File: config.mk
export PLATFORM = sky130hd
export DESIGN_NAME = operand_collector_flat
export DESIGN_NICKNAME = d
export VERILOG_FILES = /design/src/rtl/opcol_pkg.sv /design/src/rtl/operand_collector_if.sv /design/src/rtl/opcol_beat_counter.sv /design/src/rtl/operand_collector.sv /design/src/flat_wrapper.sv
export SDC_FILE = /design/constraint.sdc
export NUM_CORES = 1
export LEC_CHECK = 0
export CAP_MARGIN = 15
export CORE_UTILIZATION = 35
export DETAILED_ROUTE_END_ITERATION = 6
export GPL_TIMING_DRIVEN = 0
export PLACE_DENSITY = 0.56
export SLEW_MARGIN = 20
export SYNTH_ARGS = -nofsm -noshare
export SYNTH_HDL_FRONTEND = slang
export SYNTH_SLANG_ARGS = --single-unit
File: constraint.sdc
create_clock -name clk -period 2.2 [get_ports clk]
set_clock_uncertainty 0.1 [all_clocks]
set_input_delay 0.44 -clock clk [delete_from_list [all_inputs] [get_ports clk]]
set_output_delay 0.44 -clock clk [all_outputs]
set_load 0.05 [all_outputs]
File: src/rtl/opcol_pkg.sv
// Shared types and helpers for the operand collector.
package opcol_pkg;

   typedef enum logic {COLLECT = 1'b0, WAIT_DS = 1'b1} state_e;

   // Beat-counter width: never narrower than one bit, even for a single beat.
   function automatic int cnt_w(input int total);
      return (total <= 2) ? 1 : $clog2(total);
   endfunction

endpackage

File: src/rtl/operand_collector_if.sv
// Beat bus, downstream launch and status signals of the operand collector.
interface operand_collector_if import opcol_pkg::*; #(
   parameter int BUS_W   = 8,
   parameter int OP_W    = 16,
   parameter int NUM_OPS = 2
);
   localparam int CNT_W = cnt_w(NUM_OPS * (OP_W / BUS_W));

   logic                      clear;
   logic                      in_valid;
   logic [BUS_W-1:0]          in_data;
   logic                      in_ready;
   logic                      ds_ready;
   logic                      start;
   logic [NUM_OPS*OP_W-1:0]   ops_out;
   logic                      busy;
   logic [CNT_W-1:0]          beat_idx;
   logic                      zero_err;

   modport master (output clear, in_valid, in_data, ds_ready,
                   input  in_ready, start, ops_out, busy, beat_idx, zero_err);
   modport slave  (input  clear, in_valid, in_data, ds_ready,
                   output in_ready, start, ops_out, busy, beat_idx, zero_err);
endinterface

File: src/rtl/opcol_beat_counter.sv
// Modulo-MAX beat counter; clr wins over en, wraps to 0 after the last beat.
module opcol_beat_counter #(
   parameter int MAX = 4,
   parameter int W   = 2
) (
   input  logic         clk,
   input  logic         reset_n,
   input  logic         clr,
   input  logic         en,
   output logic [W-1:0] cnt,
   output logic         last
);
   logic [W-1:0] cnt_q, cnt_d;

   assign last = (cnt_q == W'(MAX - 1));
   assign cnt  = cnt_q;

   always_comb begin
      cnt_d = cnt_q;
      if (clr)     cnt_d = '0;
      else if (en) cnt_d = last ? '0 : cnt_q + W'(1);
   end

   always_ff @(posedge clk or negedge reset_n)
      if (!reset_n) cnt_q <= '0;
      else          cnt_q <= cnt_d;

endmodule

File: src/rtl/operand_collector.sv
// Collects NUM_OPS operands MSB beat first, then launches them with a start pulse.
// Optional divisor-zero rejection is compiled in with OPCOL_ZERO_CHECK_EN.
module operand_collector import opcol_pkg::*; #(
   parameter int BUS_W   = 8,
   parameter int OP_W    = 16,
   parameter int NUM_OPS = 2
) (
   input logic                 clk,
   input logic                 reset_n,
   operand_collector_if.slave  bus
);
   localparam int BPO   = OP_W / BUS_W;
   localparam int TOTAL = NUM_OPS * BPO;
   localparam int CNT_W = cnt_w(TOTAL);

   state_e                         state_q, state_d;
   logic [TOTAL-1:0][BUS_W-1:0]    stage_q, stage_d;
   logic [NUM_OPS*OP_W-1:0]        ops_q, ops_d;
   logic                           start_q, start_d;
   logic [CNT_W-1:0]               cnt, widx;
   logic                           last, in_ready, accept, launch, div_zero;

   opcol_beat_counter #(.MAX(TOTAL), .W(CNT_W)) u_cnt (
      .clk(clk), .reset_n(reset_n), .clr(bus.clear), .en(accept),
      .cnt(cnt), .last(last)
   );

   always_ff @(posedge clk or negedge reset_n)
      if (!reset_n) state_q <= COLLECT;
      else          state_q <= state_d;

   always_comb begin
      state_d = state_q;
      unique case (state_q)
         COLLECT: if (accept && last) state_d = WAIT_DS;
         WAIT_DS: if (bus.clear || div_zero || bus.ds_ready) state_d = COLLECT;
         default: state_d = COLLECT;
      endcase
   end

   always_comb begin
      in_ready = (state_q == COLLECT);
      accept   = in_ready && bus.in_valid && !bus.clear;
      launch   = (state_q == WAIT_DS) && !bus.clear && bus.ds_ready && !div_zero;
   end

   // Beat k lands in word (k/BPO)*BPO + BPO-1-(k%BPO): first beat of an operand is its MSB.
   always_comb begin
      widx    = CNT_W'((int'(cnt) / BPO) * BPO + (BPO - 1) - (int'(cnt) % BPO));
      stage_d = stage_q;
      ops_d   = ops_q;
      start_d = launch;
      if (accept) stage_d[widx] = bus.in_data;
      if (launch) ops_d = stage_q;
   end

   always_ff @(posedge clk or negedge reset_n)
      if (!reset_n) begin
         stage_q <= '0;
         ops_q   <= '0;
         start_q <= 1'b0;
      end else begin
         stage_q <= stage_d;
         ops_q   <= ops_d;
         start_q <= start_d;
      end

`ifdef OPCOL_ZERO_CHECK_EN
   logic zerr_q;
   assign div_zero = (stage_q[TOTAL-1 -: BPO] == '0);
   always_ff @(posedge clk or negedge reset_n)
      if (!reset_n) zerr_q <= 1'b0;
      else          zerr_q <= (state_q == WAIT_DS) && !bus.clear && div_zero;
   assign bus.zero_err = zerr_q;
`else
   assign div_zero     = 1'b0;
   assign bus.zero_err = 1'b0;
`endif

   assign bus.in_ready = in_ready;
   assign bus.start    = start_q;
   assign bus.ops_out  = ops_q;
   assign bus.busy     = (state_q == WAIT_DS) || (cnt != '0);
   assign bus.beat_idx = cnt;

endmodule

File: src/flat_wrapper.sv
// flat-port wrapper written by rule: the top's interface ports become plain ports
module operand_collector_flat import opcol_pkg::*;
#(
   parameter int BUS_W   = 8,
   parameter int OP_W    = 16,
   parameter int NUM_OPS = 2
)
  (clk, reset_n, bus_clear, bus_in_valid, bus_in_data, bus_ds_ready, bus_in_ready, bus_start, bus_ops_out, bus_busy, bus_beat_idx, bus_zero_err);
  operand_collector_if #(.BUS_W(BUS_W), .OP_W(OP_W), .NUM_OPS(NUM_OPS)) bus_i ();
  input logic clk;
  input logic reset_n;
  input wire logic [$bits(bus_i.clear)-1:0] bus_clear;
  input wire logic [$bits(bus_i.in_valid)-1:0] bus_in_valid;
  input wire logic [$bits(bus_i.in_data)-1:0] bus_in_data;
  input wire logic [$bits(bus_i.ds_ready)-1:0] bus_ds_ready;
  output wire logic [$bits(bus_i.in_ready)-1:0] bus_in_ready;
  output wire logic [$bits(bus_i.start)-1:0] bus_start;
  output wire logic [$bits(bus_i.ops_out)-1:0] bus_ops_out;
  output wire logic [$bits(bus_i.busy)-1:0] bus_busy;
  output wire logic [$bits(bus_i.beat_idx)-1:0] bus_beat_idx;
  output wire logic [$bits(bus_i.zero_err)-1:0] bus_zero_err;
  assign bus_i.clear = bus_clear;
  assign bus_i.in_valid = bus_in_valid;
  assign bus_i.in_data = bus_in_data;
  assign bus_i.ds_ready = bus_ds_ready;
  assign bus_in_ready = bus_i.in_ready;
  assign bus_start = bus_i.start;
  assign bus_ops_out = bus_i.ops_out;
  assign bus_busy = bus_i.busy;
  assign bus_beat_idx = bus_i.beat_idx;
  assign bus_zero_err = bus_i.zero_err;
  operand_collector #(.BUS_W(BUS_W), .OP_W(OP_W), .NUM_OPS(NUM_OPS)) u_core (.clk(clk), .reset_n(reset_n), .bus(bus_i));
endmodule
==> results.md, run 1 <==
- Status: complete, no violations
- Crit-path cells: clkdlybuf4s50_1
- Reg2reg path depth: 5
- CP arrival: 1.58 ns
- Tmin final: 2.12 ns
- Int Power: 2.25 mW
- Synth warn: 0
- Reg-to-reg critical path startpoint: u_core.u_cnt.cnt[0]
- Largest delay share family, worst path: buffers and inverters
- FF+latch area: 1700 um^2
- HP Start: u_core.stage_q[6]
- CP peak stage delay: 0.83 ns
- Final core occ: 0.479
- Fmax achieved: 471 MHz
- Hold crit path type: flop to flop
- Residual DRC: 0
- Slowest stage cell, crit path: clkdlybuf4s50_1
- Via/cell ratio: 4.55
- Clock Sinks: 68
- Die area: 7950 um^2
- Critical Path RT: 1.66 ns
- DIE WIDTH: 89.2 um
- WS Path Type: flop to output pin
- Die Ht: 89.2 um
- Leak Pwr: 1.64 nW
- Layout Nets: 242
- Part of the power in registers: 0.511
- Starting density of the core: 0.365
- Syn Nets: 180
- CTS Buf Count: 9
- R2R setup slack: 0.39 ns
- # IOs: 51
- Number of synthesized register bits: 68
- Synthesized area per cell: 16.3 um^2
- Post-Syn Instances: 163
- Synth top area cells: dfrtp_1, mux2_2, nor3b_4
- P_sw: 0.780 mW
- H-tree Lvls: 3
- Initial DRC count: 27
- Largest net degree at the start of global routing: 52
- Vias: 1493
- Post-synth top area cell: dfrtp_1
- Share of the synthesized area in the top cell type: 0.640
- Core Rows: 31
- Post-synthesis sequential area ratio: 0.640
- Grt ovf: 0
- Antenna violations before repair: 0
- Worst hold stages: 1
- Final WL: 4.88 mm
- Endpoint type of the worst setup path: output pin
- Fillcell total: 691
- RePlAce Congestion: 0.682
- Area of the multi-input gates: 911 um^2
- Worst-Margin Slew: 0.560 ns
- Worst-Skew Late Latency: 0.33 ns
- Area growth from synthesis to layout: 31.2%
- Worst path buffer plus inverter count: 1
- Post-CTS setup buffer count: 0
- # diodes: 0
- Slew headroom: 0.626
- End of the worst hold path: u_core.bus.ops_out[6]
- Antenna-violating nets left: 0
- Power share of the combinational group: 0.169
- Synthesized cell area: 2660 um^2
- Post-synth cell types: 16
- First-pass GRT wire length: 8.06 mm
- Layout cells sized above 1: 0.384
- Switching part of the total power: 0.257
- First-pass DRT Iterations: 2
- Final setup fails: 0
- DP Cell Count: 312
- Layout Cells excl Fill: 328
- Hold Vio Cnt, Final: 0
- CTS tree: done
- I/O Buffers: 49
- Hold Slack: 0.398 ns
- Final period util: 0.966
- Number of global-route vias before repair: 1574
- Crit Path Max Fanout: 5
- Maxcap violations: 0
- Power Density: 869 nW/um^2
- RSZ-0062 raised after global routing: false
- Element type at the critical path start: flop
- VDD IR max: 0.424 mV
- Max Slew Vio Count: 0
- Clock share of power: 0.320
- Max clock buf depth: 2
- WL/cell: 14.9 um
- Clock Root Buffer: clkbuf_8
- GRT Overall Usage: 0.144
- Core ar.: 7290 um^2
- Detail Placement HPWL: 3.16 mm
- Clock transition at path regs: 0.07 ns
- Reg-to-Reg End: u_core.stage_q[9]
## power groups by stage
stage | sequential (mW) | combinational (mW) | clock (mW)
floorplan | 1.67 | 0.229 | 0
global placement | 1.57 | 0.507 | 0
detailed placement | 1.58 | 0.521 | 0
CTS | 1.55 | 0.523 | 1.01
global route | 1.58 | 0.554 | 1.07
finish | 1.55 | 0.513 | 0.970
## sequential cells by signal, summed over array words and instances (netlist names)
register            flops
u_core.u_cnt.cnt        2
u_core.bus.ops_out     32
u_core.stage_q         32
u_core.state_q          1
u_core.bus.start        1
## cell type report
| type | instances | share of cell area |
|---|---|---|
| flip-flops and latches | 68 | 0.488 |
| clock inverters | 2 | 0.0100 |
| inverters | 4 | 0.00430 |
| plain buffers | 6 | 0.00932 |
| repair buffers | 51 | 0.150 |
| well taps | 99 | 0.0355 |
| clock buffers | 13 | 0.0427 |
| multi-input cells | 85 | 0.261 |
## worst max path at each step
stage,from,to,slack (ns),cells past startpoint
floorplan,u_core.u_cnt.cnt[0],u_core.stage_q[10],0.02,5
global placement,reset_n,u_core.u_cnt.cnt[0],-1.79,1
detailed placement,bus_clear,u_core.stage_q[25],-0.25,5
CTS,u_core.u_cnt.cnt[0],bus_beat_idx[0],0.03,1
global route,u_core.u_cnt.cnt[1],bus_beat_idx[1],0.02,1
finish,u_core.u_cnt.cnt[1],bus_beat_idx[1],0.08,1
## routing by layer
metal  track usage  vias to the layer above  share of wire
met2         0.214                       40           0.45
met5             0                        -              0
met1         0.189                      756           0.47
met3        0.0489                        6          0.062
li1              -                      691              -
met4        0.0693                        0          0.014
## cells in the final DEF (no fill, tap or decap), types with 2 or more instances in the layout
cell type	instances
buf_2	6
buf_4	2
clkbuf_1	3
clkbuf_8	10
clkdlybuf4s50_1	45
dfrtp_1	68
ha_1	4
inv_1	4
mux2_2	63
mux2i_1	2
nand2b_1	2
nor2_1	4
nor2b_1	2
nor3b_4	3
## kinds of logic after synthesis
group / count (synthesis) / synth area share
buf+inv: 10 / 0.0179
fa+ha+maj: 4 / 0.0188
mux: 66 / 0.278
other cells: 1 / 0.00141
simple gates: 13 / 0.0414
compound gates: 1 / 0.00235
flops: 68 / 0.640
## Yosys cell counts (all sizes together)
cell type and instances:
a31oi 1, buf 6, conb 1, dfrtp 68, ha 4, inv 4, mux2 64, mux2i 2
nand2b 2, nand3b 1, nor2 5, nor2b 2, nor3b 3
## timing repair
action	in CTS	in global routing
gates resized for setup	4	3
endpoints found under the setup margin	2	2
endpoints found under the hold margin	17	0
hold buffers	1	0
gates cloned	0	0
## metrics by stage
| stage | setup slack, ns | instance area [um^2] | TNS (ns) | total power [mW] |
|---|---|---|---|---|
| 6_report | 0.0754 | 3490 | 0 | 3.03 |
| 4_1_cts | 0.0271 | 3490 | 0 | 3.08 |
| 5_1_grt | 0.0175 | 3490 | 0 | 3.20 |
| 2_1_floorplan | 0.0165 | 2660 | 0 | 1.90 |
| 3_5_place_dp | -0.252 | 3300 | -6.91 | 2.10 |
| 3_3_place_gp | -1.79 | 3270 | -128.59 | 2.08 |
Power figures use the tool's default switching activity.
==> run 2: changes to the inputs <==
- PLACE_DENSITY: 0.56 -> 0.67
==> run 2 against run 1 <==
  * Utilization fell by 0.46 points
  * Clock-buffer cell count fell by 1
  * Final cell count fell by 0.30%
  * Sequential share of layout area rose by 0.48 points
  * Critical path type unchanged
  * Critical endpoint unchanged
==> results.md, run 2 (synthesis gave the netlist of run 1 again) <==
- Status: complete, no violations
- Worst-Skew Late Latency: 0.33 ns (about the same)
- HP Start: u_core.stage_q[23]
- Maxcap violations: 0 (unchanged)
- Placed cell area: 3290 um^2 (-0.23%)
- Largest net degree at the start of global routing: 40 (-23%)
- Final period util: 0.955 (-0.0105)
- Area growth from synthesis to layout: 29.9%
- Endpoint type of the worst setup path: output pin
- Starting density of the core: 0.365 (unchanged)
- Hold crit path type: flop to flop
- Post-CTS setup buffer count: 0 (unchanged)
- WL/cell: 14.4 um (-3.2%)
- Reg-to-reg critical path startpoint: u_core.u_cnt.cnt[0]
- CTS tree: done
- First-pass DRT Iterations: 4 (+2)
- Commonest non-fill, non-tap cell in the layout: dfrtp_1
- GRT Overall Usage: 0.135 (-0.00919)
- WS Path Type: flop to output pin
- First-pass GRT wire length: 7.53 mm (-6.6%)
- I/O Buffers: 49 (unchanged)
- Max Slew Vio Count: 0 (unchanged)
- Final WL: 4.71 mm (-3.5%)
- Largest delay share family, worst path: buffers and inverters
- Fmax achieved: 476 MHz (+1.1%)
- Die Ht: 89.2 um (unchanged)
- Met3 Use GR: 0.0443 (-0.00462)
- Slew headroom: 0.584 (-0.0422)
- Reg-to-Reg End: u_core.stage_q[12]
- Layout cells sized above 1: 0.386 (+0.00169)
- Leak Pwr: 1.62 nW (-1.1%)
- Hold Slack: 0.390 ns (-0.00753 ns)
- Crit Path Max Fanout: 5 (unchanged)
- DIE WIDTH: 89.2 um (unchanged)
- Max clock buf depth: 2 (unchanged)
- End of the worst hold path: u_core.stage_q[23]
- Reg2reg path depth: 5 (unchanged)
- Die area: 7950 um^2 (unchanged)
- Tmin final: 2.10 ns (-0.0232 ns)
- Clock Root Buffer: clkbuf_8
- Final setup fails: 0 (unchanged)
- Worst hold stages: 1 (unchanged)
- Detail Placement HPWL: 3.16 mm (-0.18%)
- Grt ovf: 0 (unchanged)
- Residual DRC: 0 (unchanged)
- Met2 usage: 0.207 (-0.00763)
- Worst path buffer plus inverter count: 1 (unchanged)
- Finished Cell Area: 3460 um^2 (-0.97%)
- Slowest stage cell, crit path: clkdlybuf4s50_1
- CTS Buf Count: 9 (unchanged)
- VDD IR max: 0.303 mV (-29%)
- H-tree Lvls: 3 (unchanged)
- Hold Vio Cnt, Final: 0 (unchanged)
- Via/cell ratio: 4.54 (-0.16%)
- RePlAce Congestion: 0.642 (-5.8%)
- Highest-count cells in the layout ignoring fill and taps: dfrtp_1, mux2_2, clkdlybuf4s50_1, clkbuf_8, buf_2
- Element type at the critical path start: flop
- Top Usage Layer GRT: met2
- Critical Path RT: 1.66 ns (about the same)
- # diodes: 0 (unchanged)
- Vias: 1486 (-0.47%)
- Layout Nets: 242 (unchanged)
- Antenna violations before repair: 0 (unchanged)
- Antenna-violating nets left: 0 (unchanged)
- Worst-Margin Slew: 0.623 ns (+0.0632 ns)
- R2R setup slack: 0.35 ns (-0.04 ns)
- CP arrival: 1.56 ns (-0.02 ns)
- Fillcell total: 682 (-1.3%)
- Initial DRC count: 36 (+33%)
- CP peak stage delay: 0.83 ns (about the same)
- Grt met1 use: 0.176 (-0.0130)
- Clock transition at path regs: 0.07 ns (about the same)
- Core ar.: 7290 um^2 (unchanged)
- Crit-path cells: clkdlybuf4s50_1
- Number of global-route vias before repair: 1451 (-7.8%)
- Clock Sinks: 68 (unchanged)
- # IOs: 51 (unchanged)
- RSZ-0062 raised after global routing: false
- Power Density: 840 nW/um^2 (-3.3%)
- Core Rows: 31 (unchanged)
## run 2: cell count changes in the layout (fill, tap and decap cells not counted)
cell,before,now
buf_12,0,1
buf_16,1,0
bufinv_16,1,0
clkbuf_1,3,2
clkinvlp_4,0,1
## run 2: metrics by stage
| stage | total power [mW] | utilization | setup TNS (ns) | std cells | setup WS, ns |
|---|---|---|---|---|---|
| floorplan | 1.90 | - | 0 | 163 | 0.0165 |
| global placement | 2.07 | 0.449 | -117.01 | 311 | -1.64 |
| detailed placement | 2.09 | 0.451 | -6.71 | 312 | -0.273 |
| CTS | 2.95 | 0.474 | 0 | 327 | 0.0343 |
| global route | 3.06 | 0.474 | 0 | 327 | 0.0336 |
| finish | 2.90 | 0.474 | 0 | 327 | 0.0985 |
## run 2: final cells by class
cell class	count	area, um^2	share of cell area
inverters	4	15.0	0.00434
repair buffers	51	514	0.149
plain buffers	6	32.5	0.00941
flip-flops and latches	68	1700	0.492
clock inverters	2	12.5	0.00362
well taps	99	124	0.0358
clock buffers	12	145	0.0420
multi-input cells	85	911	0.264
## run 2: per-layer routing
layer,vias up,routed length [um]
met3,5,206
li1,689,-
met4,0,36
met5,-,0
met2,35,2280
met1,757,2190
## run 2: where the power goes
part           switching [mW]  internal, mW  total, mW
Clock                   0.418         0.426      0.844
Combinational           0.260         0.249      0.510
Sequential             0.0951          1.45       1.55
Total                   0.774          2.13       2.90
## run 2: how the worst max path moves through the flow
| stage | from | to | depth (start not counted) | slack, ns |
|---|---|---|---|---|
| finish | u_core.u_cnt.cnt[1] | bus_beat_idx[1] | 1 | 0.1 |
| global route | bus_clear | u_core.stage_q[29] | 5 | 0.03 |
| CTS | u_core.u_cnt.cnt[0] | bus_beat_idx[0] | 1 | 0.03 |
| detailed placement | bus_clear | u_core.stage_q[29] | 5 | -0.27 |
| global placement | reset_n | u_core.bus.ops_out[28] | 1 | -1.64 |
| floorplan | u_core.u_cnt.cnt[0] | u_core.stage_q[10] | 5 | 0.02 |
## run 2: what timing repair did
action,CTS,global route
setup endpoints to repair,2,2
endpoints found under the hold margin,29,0
gates resized for setup,4,3
hold buffers,1,0
==> run 3: changes to the inputs <==
- SLEW_MARGIN: 20 -> not set
==> run 3 against run 2 <==
  * First-iteration DRC count rose by 50%
  * Critical path depth is the same
  * Die area unchanged
==> results.md, run 3 (synthesis gave the netlist of run 1 again) <==
- Crit-path cells: clkdlybuf4s50_1
- Maxcap violations: 0 (unchanged)
- Number of global-route vias before repair: 1391 (-4.1%)
- Fmax achieved: 472 MHz (-0.83%)
- Antenna-violating nets left: 0 (unchanged)
- Area growth from synthesis to layout: 30.3%
- WS Path Type: flop to output pin
- First-pass GRT wire length: 7.30 mm (-3.0%)
- Starting density of the core: 0.365 (unchanged)
- Slowest stage cell, crit path: clkdlybuf4s50_1
- WL/cell: 14.1 um (-1.8%)
- Vias: 1501 (+1.0%)
- Largest delay share family, worst path: buffers and inverters
- Hold crit path type: input port to async pin
- Core ar.: 7290 um^2 (unchanged)
- Residual DRC: 0 (unchanged)
- # diodes: 0 (unchanged)
- Leak Pwr: 1.62 nW (+0.43%)
- Slew headroom: 0.434 (-0.151)
- CTS tree: done
- Antenna violations before repair: 0 (unchanged)
- Max Slew Vio Count: 0 (unchanged)
- Final WL: 4.63 mm (-1.8%)
- Die Ht: 89.2 um (unchanged)
- RSZ-0062 raised after global routing: false
- Area of the multi-input gates: 911 um^2 (unchanged)
- Worst path buffer plus inverter count: 1 (unchanged)
- Largest net degree at the start of global routing: 69 (+73%)
- Worst slack, placed: -0.251 ns (+0.0218 ns)
- CTS Buf Count: 9 (unchanged)
- CP peak stage delay: 0.83 ns (about the same)
- RePlAce Congestion: 0.642 (unchanged)
- Hold_buf cts: 0 (-1)
- I/O Buffers: 49 (unchanged)
- Via/cell ratio: 4.59 (+1.0%)
- Commonest non-fill, non-tap cell in the layout: dfrtp_1
- CP arrival: 1.58 ns (+0.02 ns)
- Final period util: 0.963 (+0.00803)
- Die area: 7950 um^2 (unchanged)
- Initial DRC count: 54 (+50%)
- Post-CTS setup buffer count: 0 (unchanged)
- Status: complete, no violations
- Final Power: 3.03 mW (+4.4%)
- Final setup fails: 0 (unchanged)
- DIE WIDTH: 89.2 um (unchanged)
- Clock Root Buffer: clkbuf_8
- H-tree Lvls: 3 (unchanged)
- Final WS setup: 0.0809 ns (-0.0177 ns)
- Power Density: 874 nW/um^2 (+4.1%)
- FF+latch area: 1700 um^2 (unchanged)
- Endpoint type of the worst setup path: output pin
- Critical path depth: 1 (unchanged)
- Hold Vio Cnt, Final: 0 (unchanged)
- Max clock buf depth: 2 (unchanged)
- First-pass DRT Iterations: 3 (-1)
- # IOs: 51 (unchanged)
- Tmin final: 2.12 ns (+0.0177 ns)
- Critical Path RT: 1.66 ns (about the same)
- Layout Nets: 240 (-0.83%)
- Clock transition at path regs: 0.07 ns (about the same)
- VDD IR max: 0.305 mV (+0.66%)
- DP Cell Count: 311 (-0.32%)
- Layout Cells excl Fill: 327 (unchanged)
- Clock Sinks: 68 (unchanged)
- Worst-Skew Late Latency: 0.33 ns (about the same)
- Fillcell total: 666 (-2.3%)
- GRT Overall Usage: 0.129 (-0.00606)
- Core Rows: 31 (unchanged)
- Crit Path Max Fanout: 5 (unchanged)
- Highest-count cells in the layout ignoring fill and taps: dfrtp_1, mux2_2, clkdlybuf4s50_1, clkbuf_8, buf_2
- Grt ovf: 0 (unchanged)
- Element type at the critical path start: flop
- Worst-Margin Slew: 0.849 ns (+0.227 ns)
- Layout cells sized above 1: 0.395 (+0.00877)
- Detail Placement HPWL: 3.03 mm (-4.1%)
- Reg2reg path depth: 4 (-1)
[run 3: cell types whose count changed in the layout (fill, tap and decap cells not counted)]
cell           delta
clkbuf_8          +3
clkinv_4          +1
buf_12            -1
dlygate4sd3_1     -1
clkinv_2          -1
clkbuf_1          -1
[run 3: timing repair]
| action | CTS | global route |
|---|---|---|
| endpoints found under the setup margin | 2 | 2 |
| endpoints found under the hold margin | 0 | 0 |
| gates resized for setup | 4 | 3 |
[run 3: final timing paths]
| kind | slack, ns | startpoint | endpoint |
|---|---|---|---|
| max | 0.08 | u_core.u_cnt.cnt[1] | bus_beat_idx[1] |
| min | 0.11 | reset_n | u_core.bus.ops_out[29] |
| max reg2reg | 0.35 | u_core.u_cnt.cnt[0] | u_core.stage_q[29] |
| min reg2reg | 0.38 | u_core.stage_q[23] | u_core.stage_q[23] |
| max in group asynchronous | 1.34 | reset_n | u_core.bus.ops_out[12] |
| min in group clk | 0.38 | u_core.stage_q[23] | u_core.stage_q[23] |
[run 3: routing by layer]
layer | wire, um | global-route usage
met1 | 2220 | 0.177
met2 | 2140 | 0.190
met3 | 221 | 0.0388
met4 | 49 | 0.0519
met5 | 0 | 0
[run 3: area by class of cell]
cell class / count / area share
sequential: 68 / 0.491
multi-input combinational: 85 / 0.263
timing repair buffer: 49 / 0.140
clock buffer: 14 / 0.0527
tap: 99 / 0.0357
buffer: 6 / 0.00938
clock inverter: 2 / 0.00469
inverter: 4 / 0.00433
[run 3: metrics by stage]
| stage | TNS [ns] | util | hold WS, ns | cell area, um^2 |
|---|---|---|---|---|
| floorplan | 0 | - | 0.0444 | 2660 |
| global placement | -117.01 | 0.449 | 0.364 | 3270 |
| detailed placement | -6.24 | 0.449 | 0.372 | 3270 |
| CTS | 0 | 0.476 | 0.140 | 3470 |
| global route | 0 | 0.475 | 0.180 | 3470 |
| finish | 0 | 0.475 | 0.112 | 3470 |
[run 3: power by group]
group          internal [mW]  switching (mW)
logic                  0.245           0.260
registers               1.45          0.0938
clock network          0.535           0.444
